## src/rtl/pseudo_random_checker_sat_counter.sv

```systemverilog
// prbs_sat_counter: up-counter with synchronous clear that holds at all-ones instead of wrapping
module prbs_sat_counter #(
    parameter int WIDTH = 32
) (
    input  logic             iClock,
    input  logic             iReset,
    input  logic             iInc,
    input  logic             iClear,
    output logic [WIDTH-1:0] oCount
);
    always_ff @(posedge iClock or posedge iReset) begin
        if (iReset)
            oCount <= '0;
        else if (iClear)
            oCount <= '0;
        else if (iInc && !(&oCount))
            oCount <= oCount + WIDTH'(1);
    end
endmodule

```

## config.mk

```make
export PLATFORM = sky130hd
export DESIGN_NAME = prbs_sat_counter
export DESIGN_NICKNAME = d
export VERILOG_FILES = /design/src/rtl/pseudo_random_checker_sat_counter.sv
export SDC_FILE = /design/constraint.sdc
export NUM_CORES = 1
export LEC_CHECK = 0
export BUFFER_PORTS_ARGS = -buffer_cell sky130_fd_sc_hd__buf_2
export CAP_MARGIN = 0
export CORE_MARGIN = 2
export CORE_UTILIZATION = 45
export CTS_CLUSTER_DIAMETER = 40
export DETAILED_ROUTE_END_ITERATION = 12
export HOLD_SLACK_MARGIN = 0.02
export PLACE_DENSITY_LB_ADDON = 0.12
export SKIP_LAST_GASP = 1
export SLEW_MARGIN = 10
export SYNTH_ARGS = -nofsm -noshare
export SYNTH_HDL_FRONTEND = slang
export SYNTH_SLANG_ARGS = --single-unit
```

## constraint.sdc

```tcl
create_clock -name iClock -period 2.24 [get_ports iClock]
set_input_delay 0.224 -clock iClock [delete_from_list [all_inputs] [get_ports iClock]]
set_output_delay 0.224 -clock iClock [all_outputs]
set_load 0.01 [all_outputs]
```

==> impl_results.md <==
* Status: finished, final reports clean
* Post-layout util at 0.577
* Share of cells above drive strength 1 at 0.300
* Max FFs per register at 32
* FFs w/ async S/R, synth at 1.00
* Cell taking the most area after synthesis: dfrtp_1
* Post-route setup slack at 0.134 ns
* Worst setup SP type: flop
* Clock-pin transition on the worst setup and hold timing paths at 0.07 ns
* Reg power frac at 0.520
* Cell internal pwr at 871 uW
* Fin. Hold Viols at 0
* Die ar. at 4620 um^2
* Syn Area/Cell at 9.07 um^2
* Via Count at 1,743
* Commonest cells in the netlist: dfrtp_1 (32), nor2_1 (24), a21oi_1 (15), nand3_1 (14), nand2_1 (11)
* Initial antenna violation count at 0
* Floorplan row count at 23
* DRC at 0
* Fin crit share at 0.940
* Port buffer count at 35
* Net Sw Frac at 0.228
* Largest net degree at the start of global routing at 39
* Critical path cell sequence: nand4_2, or3_4, o41ai_4, buf_4, nor4_1, mux2_1
* Critical path class: flop to flop
* Met2 usage in global routing at 0.319
* Final ANT Viol Nets at 0
* Share of the synthesized area in the top cell type at 0.435
* Largest registers: oCount (32)
* DP Wirelength at 3010 um
* Worst slew pin tran at 0.686 ns
* Final hold slack at 0.00755 ns
* TritonCTS buffer count at 5
* FF+latch count, synth at 32
* Distinct cell type count after synthesis at 40
* Grt total ovfl at 0
* P_sw at 257 uW
* Setup TNS at 0 ns
* Gate Count Post-Synth at 203
* First-pass GRT wire length at 7250 um
* Global-route usage over all layers at 0.209
* Final Critical Period at 2.11 ns
* Worst slack, placed at 0.143 ns
* Busiest grt layer: met2
* Part of the power in combinational logic at 0.047
* Crit path DAT at 2.28 ns
* # H-tree levels at 2
* Worst Skew at 0.00423 ns
* Gpl congestion at 0.803
* CTS Sinks at 32
* Worst skew pair latency at 0.29 ns
* Final nets at 262
* Top reg by flops: oCount
* Tot Pwr at 1130 uW
* Die Wd at 68.0 um
* Top Ports at 36
* Vias in the first global route at 1,546
* Met3 usage in global routing at 0.0395
* Pre-antenna DRT Iters at 4
* Slowest Stage Delay on Critical Path at 0.45 ns
* Worst Path Max Fanout at 9
* Core Area at 3970 um^2
* Max_cap viols at 0
* Worst IR Drop VDD at 0.245 mV
* Initial Util at 0.463
* Setup repair bufs after CTS at 0
* Initial DRC count at 127
* Worst path slowest cell: or3_4
* Post-Route WL at 4320 um
* CTS Root Cell: clkbuf_8
* Slew margin rel. at 0.543
* Vias per inst at 5.68
* Chip Height at 68.0 um
* Clk pwr share at 0.432
* TritonCTS clock tree: built
* Post-synth EDFFs at 0
* WL per Instance at 14.1 um
* Primary FF master, synth: dfrtp_1
* Req. time, crit path at 2.42 ns
* Clock Tree Buf Depth at 2
* Pins Over Slew Limit at 0
* RSZ-0062 raised after global routing: false
* Pwr Density at 492 nW/um^2
* Yosys warnings at 0
* Sequential area share after synthesis at 0.435
* CP endpoint kind: flop
* P_leak at 0.00103 uW
* Most instantiated library cell after synthesis: dfrtp_1
* Post-Syn Area at 1840 um^2
* Syn_nets at 208
* Final setup fails at 0
* P&R area growth vs syn at 24.5%
* Top cells by area, synth: dfrtp_1 (44%), nor2_1 (4.9%), a21oi_1 (4.1%)
* Met1 GRT Util at 0.288
* Number of inserted diodes at 0
* Type of the tightest min-delay check: input pin to asynchronous set/reset pin
* FMAX at 0.475 GHz
worst paths after layout:
path	slack, ns	start	to	depth (start not counted)
max	0.13	oCount[21]	oCount[29]	6
min	0.008	iReset	oCount[28]	3
max in group asynchronous	1.93	iReset	oCount[16]	3
min in group iClock	0.34	iInc	oCount[4]	3
max reg2reg	0.13	oCount[21]	oCount[29]	6
min reg2reg	0.57	oCount[22]	oCount[22]	2
worst max-delay path, delay by kind of cell (launching register included):
kind | cells | cell delay (ns)
buf+inv | 1 | 0.21
flops | 1 | 0.40
compound gates | 1 | 0.37
simple gates | 3 | 0.70
mux | 1 | 0.32
through the flow:
step | instances | cell area, um^2
5_1_grt | 307 | 2290
4_1_cts | 307 | 2290
6_report | 307 | 2290
2_1_floorplan | 203 | 1840
3_3_place_gp | 300 | 2190
3_5_place_dp | 300 | 2190
power groups by stage:
stage | Sequential, uW | Combinational (uW) | Clock (uW)
6_report | 586 | 53.5 | 487
5_1_grt | 587 | 60.6 | 521
4_1_cts | 586 | 55.2 | 498
3_5_place_dp | 597 | 55.0 | 0
3_3_place_gp | 597 | 54.8 | 0
2_1_floorplan | 599 | 35.8 | 0
area by class of cell:
cell class	instances	area, um^2
fill	362	1680
clock buffer	7	96.3
inverter	6	22.5
timing repair buffer	56	333
sequential	32	801
tap	50	62.6
multi-input combinational	156	976
per-layer routing:
layer	routed length [um]	vias up	share of wire
li1	-	861	-
met1	2070	834	0.48
met2	2000	41	0.46
met3	180	7	0.042
met4	67	0	0.016
met5	0	-	0
timing repair:
item,4_1_cts,5_1_grt
hold endpoints to repair,0,0
endpoints found under the setup margin,0,2
hold buffers,0,0
gates resized for setup,0,2
placed cells by master (no fill, tap or decap), drive strengths merged:
cell type / count
nor4: 7
nor2b: 6
mux2i: 1
dfrtp: 32
xnor2: 6
nand2: 11
or3: 11
nor3: 4
xor2: 4
or2: 1
a311oi: 1
o2111ai: 2
or4: 3
nor4b: 1
inv: 6
o31ai: 3
a31oi: 1
ha: 1
nand4: 9
and2: 1
a211oi: 3
clkbuf: 7
a21oi: 15
buf: 56
o21ai: 10
nand3: 14
a31o: 2
mux2: 5
o41ai: 1
and4: 2
nor2: 24
a2111oi: 3
and3: 4
cell families after synthesis:
group | synth area share
adders and majority gates | 0.00680
and+or+nand+nor | 0.290
xor gates and xnor gates | 0.0476
buffers and inverters | 0.0360
DFF | 0.435
AOI/OAI and AO/OA | 0.149
muxes | 0.0360
(Power assumes the default switching activity.)
